--- src/rtl/difftest_event_pkg.sv ---
// Shared types for the difftest architectural-event queue.
// Fields sized for the widest supported configuration; narrower instances zero-extend.
package difftest_event_pkg;

  localparam int COREID_W   = 8;
  localparam int INTR_W     = 32;
  localparam int CAUSE_W    = 32;
  localparam int INST_W     = 32;
  localparam int PC_MAX_W   = 64;
  localparam int CHAN_MAX_W = 3;
  localparam int SEQ_MAX_W  = 32;

  typedef struct packed {
    logic [COREID_W-1:0] coreid;
    logic [INTR_W-1:0]   intrNO;
    logic [CAUSE_W-1:0]  cause;
    logic [PC_MAX_W-1:0] exceptionPC;
    logic [INST_W-1:0]   exceptionInst;
  } arch_event_t;

  typedef struct packed {
    arch_event_t           evt;
    logic [CHAN_MAX_W-1:0] chan;
    logic [SEQ_MAX_W-1:0]  seq;
  } queue_entry_t;

  function automatic int chanWidth(input int n);
    return (n > 1) ? $clog2(n) : 1;
  endfunction

endpackage

--- src/rtl/difftest_rr_arbiter.sv ---
// Round-robin arbiter: search starts at the pointer and wraps; the pointer moves
// past the winner only when a grant is issued.
module difftest_rr_arbiter
  import difftest_event_pkg::*;
#(
  parameter  int NCH = 2,
  localparam int CW  = chanWidth(NCH)
) (
  input  logic           io_clock,
  input  logic           io_reset,
  input  logic [NCH-1:0] req,
  input  logic           enable,
  output logic [NCH-1:0] grantOh,
  output logic [CW-1:0]  grantIdx,
  output logic           grantValid
);

  logic [CW-1:0] ptr;

  always_comb begin
    int idx;
    idx        = 0;
    grantOh    = '0;
    grantIdx   = '0;
    grantValid = 1'b0;
    if (enable) begin
      for (int k = 0; k < NCH; k++) begin
        idx = int'(ptr) + k;
        if (idx >= NCH) idx = idx - NCH;
        if (!grantValid && req[CW'(idx)]) begin
          grantValid         = 1'b1;
          grantOh[CW'(idx)]  = 1'b1;
          grantIdx           = CW'(idx);
        end
      end
    end
  end

  always_ff @(posedge io_clock) begin
    if (io_reset) begin
      ptr <= '0;
    end else if (grantValid) begin
      ptr <= (int'(grantIdx) == NCH - 1) ? '0 : grantIdx + 1'b1;
    end
  end

endmodule

--- src/rtl/difftest_arch_event_queue.sv ---
// Multi-channel arch-event capture: per-channel holding regs, round-robin merge
// into a FIFO, sequence tagging, and a saturating count of dropped events.
module difftest_arch_event_queue
  import difftest_event_pkg::*;
#(
  parameter  int NCH         = 2,
  parameter  int DEPTH       = 8,
  parameter  int PC_W        = 64,
  parameter  int SEQ_W       = 16,
  parameter  int DROP_W      = 16,
  parameter  int FILTER_NULL = 1,
  localparam int CW          = chanWidth(NCH),
  localparam int AW          = $clog2(DEPTH)
) (
  input  logic                    io_clock,
  input  logic                    io_reset,
  input  logic [NCH-1:0]          io_in_valid,
  input  logic [COREID_W*NCH-1:0] io_in_coreid,
  input  logic [INTR_W*NCH-1:0]   io_in_intrNO,
  input  logic [CAUSE_W*NCH-1:0]  io_in_cause,
  input  logic [PC_W*NCH-1:0]     io_in_exceptionPC,
  input  logic [INST_W*NCH-1:0]   io_in_exceptionInst,
  output logic                    io_out_valid,
  input  logic                    io_out_ready,
  output logic [COREID_W-1:0]     io_out_coreid,
  output logic [INTR_W-1:0]       io_out_intrNO,
  output logic [CAUSE_W-1:0]      io_out_cause,
  output logic [PC_W-1:0]         io_out_exceptionPC,
  output logic [INST_W-1:0]       io_out_exceptionInst,
  output logic [CW-1:0]           io_out_chan,
  output logic [SEQ_W-1:0]        io_out_seq,
  output logic [AW:0]             io_count,
  output logic [DROP_W-1:0]       io_drop_cnt
);

  arch_event_t  inEvt [NCH];
  arch_event_t  hEvt  [NCH];
  logic [NCH-1:0] hValid, qual, load, drop, grantOh;
  logic [CW-1:0]  grantIdx;
  logic           grantValid, canPush, pop, full, empty;
  logic [3:0]     dropSum;
  logic [DROP_W:0] dropNext;
  logic [DROP_W-1:0] dropCnt;
  logic [SEQ_W-1:0]  seqCnt;
  logic [AW:0]       wrPtr, rdPtr;
  queue_entry_t      mem [DEPTH];
  queue_entry_t      pushEntry, head;
  logic              unusedHeadBits;

  // A holding reg being drained this cycle can accept a new event in the same cycle.
  always_comb begin
    dropSum = '0;
    for (int i = 0; i < NCH; i++) begin
      inEvt[i].coreid        = io_in_coreid[i*COREID_W +: COREID_W];
      inEvt[i].intrNO        = io_in_intrNO[i*INTR_W +: INTR_W];
      inEvt[i].cause         = io_in_cause[i*CAUSE_W +: CAUSE_W];
      inEvt[i].exceptionPC   = PC_MAX_W'(io_in_exceptionPC[i*PC_W +: PC_W]);
      inEvt[i].exceptionInst = io_in_exceptionInst[i*INST_W +: INST_W];
      qual[i] = io_in_valid[i] &
                ~((FILTER_NULL != 0) && (inEvt[i].intrNO == '0) && (inEvt[i].cause == '0));
      load[i] = qual[i] & (~hValid[i] | grantOh[i]);
      drop[i] = qual[i] & ~load[i];
      dropSum = dropSum + 4'(drop[i]);
    end
  end

  assign dropNext = {1'b0, dropCnt} + (DROP_W+1)'(dropSum);

  assign empty   = (wrPtr == rdPtr);
  assign full    = (io_count == (AW+1)'(DEPTH));
  assign pop     = ~empty & io_out_ready;
  assign canPush = ~full | pop;

  difftest_rr_arbiter #(.NCH(NCH)) u_arb (
    .io_clock   (io_clock),
    .io_reset   (io_reset),
    .req        (hValid),
    .enable     (canPush),
    .grantOh    (grantOh),
    .grantIdx   (grantIdx),
    .grantValid (grantValid)
  );

  always_comb begin
    pushEntry      = '0;
    pushEntry.evt  = hEvt[grantIdx];
    pushEntry.chan = CHAN_MAX_W'(grantIdx);
    pushEntry.seq  = SEQ_MAX_W'(seqCnt);
  end

  always_ff @(posedge io_clock) begin
    if (io_reset) begin
      hValid  <= '0;
      dropCnt <= '0;
      seqCnt  <= '0;
      wrPtr   <= '0;
      rdPtr   <= '0;
    end else begin
      hValid  <= (hValid & ~grantOh) | load;
      dropCnt <= dropNext[DROP_W] ? '1 : dropNext[DROP_W-1:0];
      if (grantValid) begin
        seqCnt <= seqCnt + 1'b1;
        wrPtr  <= wrPtr + 1'b1;
      end
      if (pop) rdPtr <= rdPtr + 1'b1;
    end
  end

  // Payload storage carries no reset; validity lives entirely in the pointers.
  always_ff @(posedge io_clock) begin
    for (int i = 0; i < NCH; i++) begin
      if (load[i]) hEvt[i] <= inEvt[i];
    end
    if (grantValid) mem[wrPtr[AW-1:0]] <= pushEntry;
  end

  assign head           = mem[rdPtr[AW-1:0]];
  assign unusedHeadBits = ^{head.chan, head.seq, head.evt.exceptionPC};

  assign io_out_valid         = ~empty;
  assign io_out_coreid        = empty ? '0 : head.evt.coreid;
  assign io_out_intrNO        = empty ? '0 : head.evt.intrNO;
  assign io_out_cause         = empty ? '0 : head.evt.cause;
  assign io_out_exceptionPC   = empty ? '0 : head.evt.exceptionPC[PC_W-1:0];
  assign io_out_exceptionInst = empty ? '0 : head.evt.exceptionInst;
  assign io_out_chan          = empty ? '0 : head.chan[CW-1:0];
  assign io_out_seq           = empty ? '0 : head.seq[SEQ_W-1:0];
  assign io_count             = wrPtr - rdPtr;
  assign io_drop_cnt          = dropCnt;

endmodule

--- config.mk ---
export PLATFORM = sky130hd
export DESIGN_NAME = difftest_arch_event_queue
export DESIGN_NICKNAME = d
export VERILOG_FILES = /design/src/rtl/difftest_event_pkg.sv /design/src/rtl/difftest_rr_arbiter.sv /design/src/rtl/difftest_arch_event_queue.sv
export SDC_FILE = /design/constraint.sdc
export NUM_CORES = 2
export LEC_CHECK = 0
export BUFFER_PORTS_ARGS = -buffer_cell sky130_fd_sc_hd__clkbuf_2
export CAP_MARGIN = 25
export CORE_UTILIZATION = 54
export CTS_CLUSTER_SIZE = 40
export DETAILED_ROUTE_END_ITERATION = 10
export PLACE_DENSITY_LB_ADDON = 0.05
export SLEW_MARGIN = 10
export SYNTH_ARGS = -nofsm -noshare
export SYNTH_HDL_FRONTEND = slang
export SYNTH_HIERARCHICAL = 1
export SYNTH_SLANG_ARGS = --single-unit
--- constraint.sdc ---
create_clock -name io_clock -period 16 [get_ports io_clock]
set_clock_uncertainty 0.05 [all_clocks]
set_input_delay 1.6 -clock io_clock [delete_from_list [all_inputs] [get_ports io_clock]]
set_output_delay 1.6 -clock io_clock [all_outputs]
set_load 0.005 [all_outputs]
Word-level counts from Yosys, hierarchy flattened --
Memories as Yosys holds them, arrays and structs flattened. A register that Yosys moved wholly into a read port is not among the register bits. Cells that the tools add are included.
Storage, ports and cells: input bits 341, bits in latches 0, output and inout bits 206, register bits after elaboration 43, memories 2, bits in writable memories 1816, bits in read-only memories 0, logic and storage cells 98
Memories:
- mem | depth 8, width 185, read ports 1, clocked after Yosys merged registers in 1, write ports 1, line difftest_arch_event_queue.sv:46 | queue_entry_t mem [DEPTH];
- hEvt | depth 2, width 168, read ports 1, clocked after Yosys merged registers in 0, write ports 2, line difftest_arch_event_queue.sv:37 | arch_event_t hEvt [NCH];
Cells by class: mux-type cells 40, multipliers 0, $add $sub $neg 10, magnitude comparators 6, shift operators 0, divide/modulo/power cells 0, bitwise gates (word level) 22, reductions and logical operators 10, equality and inequality tests 2
Operators with widths (number):
- logical NOT 32 bit | 4
- 2-to-1 mux 32 bit | 3
- 2-to-1 mux 64 bit | 1
- 2-to-1 mux 16 bit | 2
- 2-to-1 mux 1 bit | 25
- adder 16 x 2 -> 17 bit | 1
- adder 16 x 1 -> 16 bit (second input constant) | 1
- adder 4 x 1 -> 4 bit (second input constant) | 2
- 2-to-1 mux 2 bit | 4
- 2-to-1 mux 8 bit | 1
- NOT 1 bit | 8
- AND 1 bit | 7
- < comparator 1 x 3 -> 1 bit (second input constant) | 2
- 2-to-1 mux 3 bit | 2
- logical AND 1 bit | 5
- equality test 4 bit | 1
- equality test 4 bit (second input constant) | 1
- OR 2 bit | 2
- subtractor 4 bit | 1
- OR 1 bit | 3
- adder 1 x 1 -> 2 bit | 1
- adder 1 x 1 -> 2 bit (second input constant) | 1
- AND 2 bit | 1
- demux 1 bit (select 1 bit) | 2
- other kinds (7) | 9

Logic depth before layout (Yosys ltp) --
depth after elaboration 21, depth in mapped cells 19, depth with buffers taken out 17

Modules after synthesis --
The synthesis kept the hierarchy.
Modules (own cells, without submodules):
- difftest_arch_event_queue | instances 1, cells each 3148, area an instance 70540.2 um^2, sequential area each 55433.2 um^2
- difftest_rr_arbiter | instances 1, cells each 9, area an instance 80.1 um^2, sequential area each 20.0 um^2

Worst setup path after synthesis --
OpenSTA, ideal clock, no wires.
kind in2reg, start point input port io_out_ready, end point memory mem[0][0] in the netlist's numbering, enable pin, data arrival time 14.820 ns, path slack 0.174 ns, required time 14.994 ns, stages on the path 6, setup time 0.956 ns, path buffers 1, path through o21ai_0 nand4b_1 and2_4 buf_2 nand2_1 nor3_1
Between the ends: word-level cells in the longest chain between the ends 5
RTL lines:
- start: declaration | line difftest_arch_event_queue.sv:24 | input logic io_out_ready,
- AND 1 bit | line difftest_arch_event_queue.sv:71 | assign pop = ~empty & io_out_ready;
- OR 1 bit | line difftest_arch_event_queue.sv:72 | assign canPush = ~full | pop;
- via canPush | line difftest_arch_event_queue.sv:40 | logic grantValid, canPush, pop, full, empty;
- 2-to-1 mux 1 bit | line difftest_rr_arbiter.sv:26 | if (enable) begin
- via grantValid | line difftest_arch_event_queue.sv:40
- 2-to-1 mux 1 bit | line difftest_arch_event_queue.sv:114 | if (grantValid) mem[wrPtr[AW-1:0]] <= pushEntry;
- 2-to-1 mux 1 bit (not written as such) | line difftest_arch_event_queue.sv:114
- end: declaration | line difftest_arch_event_queue.sv:46
The timed path passes the listed nets, and every way through them passes these cells.

==> run metrics <==
Worst Reg-to-Reg Cells 17; Reg-to-Reg Start wrPtr[0]; status finished clean; Critical Path, Cell by Cell buf_4, buf_16, buf_12, buf_4, mux4_2, mux2i_1, nor2_1, clkbuf_2; critical path's largest stage delay 900 ps; Post-Syn Area 70620 µm²; FMAX between 150 and 200 MHz; post-CTS setup buffer count 0; post-synthesis adder-cell area fraction 0.001807; unrepaired setup endpoints after global routing false; hold crit path type flip-flop to flip-flop; DIE WIDTH about 360 µm; Critical Path Most Common Cell buf_4; synth-to-layout area growth 14.94%; Core Box Area roughly 130000 µm²; Slew headroom 0.2571; final WL 152800 µm; initial antenna violation count 0; TritonCTS Buffers ~190; Max VDD drop about 92 µV; P_leak roughly 26 nW; reg-to-reg endpoint io_drop_cnt[10]; Routability Congestion ~0.8; mux cell area share after synthesis 0.1718; routed len/inst ~27 µm; Top Ports 547; Netlist cell types 43; largest net degree at the start of global routing 157; Sum Neg Setup Slack 0 ps; ys async rst share 0; syn avg cell area roughly 22 µm²; Max-cap violations 0; Setup crit end kind output port; main combinational cell family by area after synthesis multiplexers; half-perimeter wire length after detailed placement 86140 µm; Hold Vio Cnt, Final 0; minimum clock period 6631 ps; worst reg-to-reg setup slack ~11000 ps; Residual DRC 0; # clock sinks ~1900; Slowest-stage cell, CP dfxtp_4; worst-path maximum fanout 105; initial drt markers around 2600; Compound-Gate Fraction of Synth Area 0.002923; # resized after CTS 0; CP Class flip-flop to output port; Clock Latency Late Sink about 800 ps; drt pass-1 iters 7; nets in the synthesized netlist 3507; CTS tree yes; Worst-Margin Slew 1114 ps; # hold bufs at CTS 0; CP required approximately 14000 ps; Max Slew Vio Count 0; pwr/cell area around 140 nW/µm²; FP Rows ~130; DRT antenna net count 0; vias around 33000; worst endpoint data arrival time approximately 5000 ps; post-synthesis sequential area ratio 0.7852; root buf cell clkbuf_16; Syn. warnings 6; Die ar. around 130000 µm²; Initial Util 0.5447; fraction of the mapped netlist area in simple logic gates 0.02163; Via density approximately 6; final setup fails 0; H-Tree Depth 4; # port buffers between 500 and 600; top_reg_cell synth edfxtp_1; Die Y roughly 360 µm; cell count after synthesis about 3200; GR Util All Layers 0.2346; Post-synth EDFFs between 1500 and 2000; Setup crit start kind flip-flop; vias in the first global route approximately 36000; Net count, final about 4100; Clock transition at path regs roughly 60 ps; first-pass GRT wire length around 230000 µm; share of cells above drive strength 1 0.3595; PnR Total Power between 10 and 15 mW; crit share post-route 0.4144; Worst Setup EP io_out_exceptionPC[8]; Remaining Overflow, GRT 0; Post-Synth XOR/XNOR Area 0.002977; post-synthesis register bit count approximately 1900; clock tree buffer depth 3
[area by class of cell]
class                   count  area (µm²)
clock inverters           105       842.1
repair buffers            606        3331
fillers                  8939       48480
flip-flops and latches   1862       55460
well taps                1742        2180
diodes                      1       2.502
inverters                  12       45.04
clock buffers             242        4999
multi-input cells        1131       14310
[through the flow]
step	cell area, µm²	worst slack (ps)	std cells	utilization	hold WS [ps]
after floorplan	70620	173.7	3157	-	415.9
after global placement	75190	9564	5344	0.5800	445.9
after detailed placement	75280	9709	5351	0.5806	460.5
after CTS	81120	8821	5698	0.6257	467.7
after global routing	81170	8837	5700	0.6261	498.1
final	81170	9369	5701	0.6261	465.9
[cell families (layout without fill, tap and decap cells)]
kind of cell	Yosys count	in the layout
flops	1862	1862
mux	728	728
simple gates	333	333
buf+inv	164	965
compound gates	36	36
xor+xnor	24	24
fa+ha+maj	9	9
other cells	1	2
[synthesized netlist by cell type, types with 16 or more instances]
cell type	instances	area [µm²]
a21oi_1	19	95.09
buf_2	66	330.3
buf_6	33	371.6
clkbuf_1	50	187.7
dfxtp_1	46	920.9
edfxtp_1	1816	54530
mux2_2	170	1914
mux2i_1	187	1872
mux4_2	370	8333
nand4_1	16	100.1
nor2_1	215	807.0
nor4_1	32	200.2
[critical path, delay by kind of cell (launching register included)]
family	cells	cell delay, ps
buffers and inverters	5	2230
flip-flops	1	900
multiplexers	2	780
AND/OR/NAND/NOR	1	90
[report_power, final]
| part | internal [mW] | switching (mW) |
|---|---|---|
| registers | 5.62 | 0.0686 |
| clock network | 2.35 | 1.77 |
| logic | 0.769 | 1.01 |
| total | 8.74 | 2.85 |
[layout by cell type (no fill, tap or decap), types with 19 or more instances in the layout]
| cell | synthesis | layout |
|---|---|---|
| mux2_2 | 170 | 170 |
| clkinv_2 | 0 | 28 |
| edfxtp_1 | 1816 | 1816 |
| nor4_1 | 32 | 30 |
| a21oi_1 | 19 | 19 |
| clkbuf_2 | 0 | 546 |
| clkinv_1 | 0 | 48 |
| mux4_2 | 370 | 370 |
| clkbuf_1 | 50 | 46 |
| dfxtp_1 | 46 | 43 |
| buf_4 | 3 | 44 |
| nor2_1 | 215 | 208 |
| clkbuf_16 | 0 | 189 |
| mux2i_1 | 187 | 187 |
[routing by layer]
| layer | global-route usage | wire length, µm | vias up |
|---|---|---|---|
| met5 | 0 | 0 | - |
| met2 | 0.4016 | 78900 | 1046 |
| met3 | 0.04138 | 8803 | 190 |
| li1 | - | - | 14370 |
| met1 | 0.3125 | 62060 | 17740 |
| met4 | 0.06321 | 3017 | 0 |
[registers in the layout, indices dropped and copies added, names as in the netlist, named ones only]
register,flops
u_arb/ptr,1
rdPtr,4
hValid,2
seqCnt,16
hEvt,336
wrPtr,4
mem,1480
io_drop_cnt,16
[worst min-delay path by stage]
stage | startpoint | to | slack (ps) | depth (start not counted)
3_5_place_dp | hValid[1] | hValid[1] | 460 | 2
5_1_grt | hValid[1] | hValid[1] | 500 | 2
3_3_place_gp | hValid[1] | hValid[1] | 450 | 2
4_1_cts | hValid[1] | hValid[1] | 470 | 2
2_1_floorplan | hValid[1] | hValid[1] | 420 | 2
6_report | wrPtr[0] | wrPtr[0] | 470 | 2
Power figures use the tool's default switching activity.
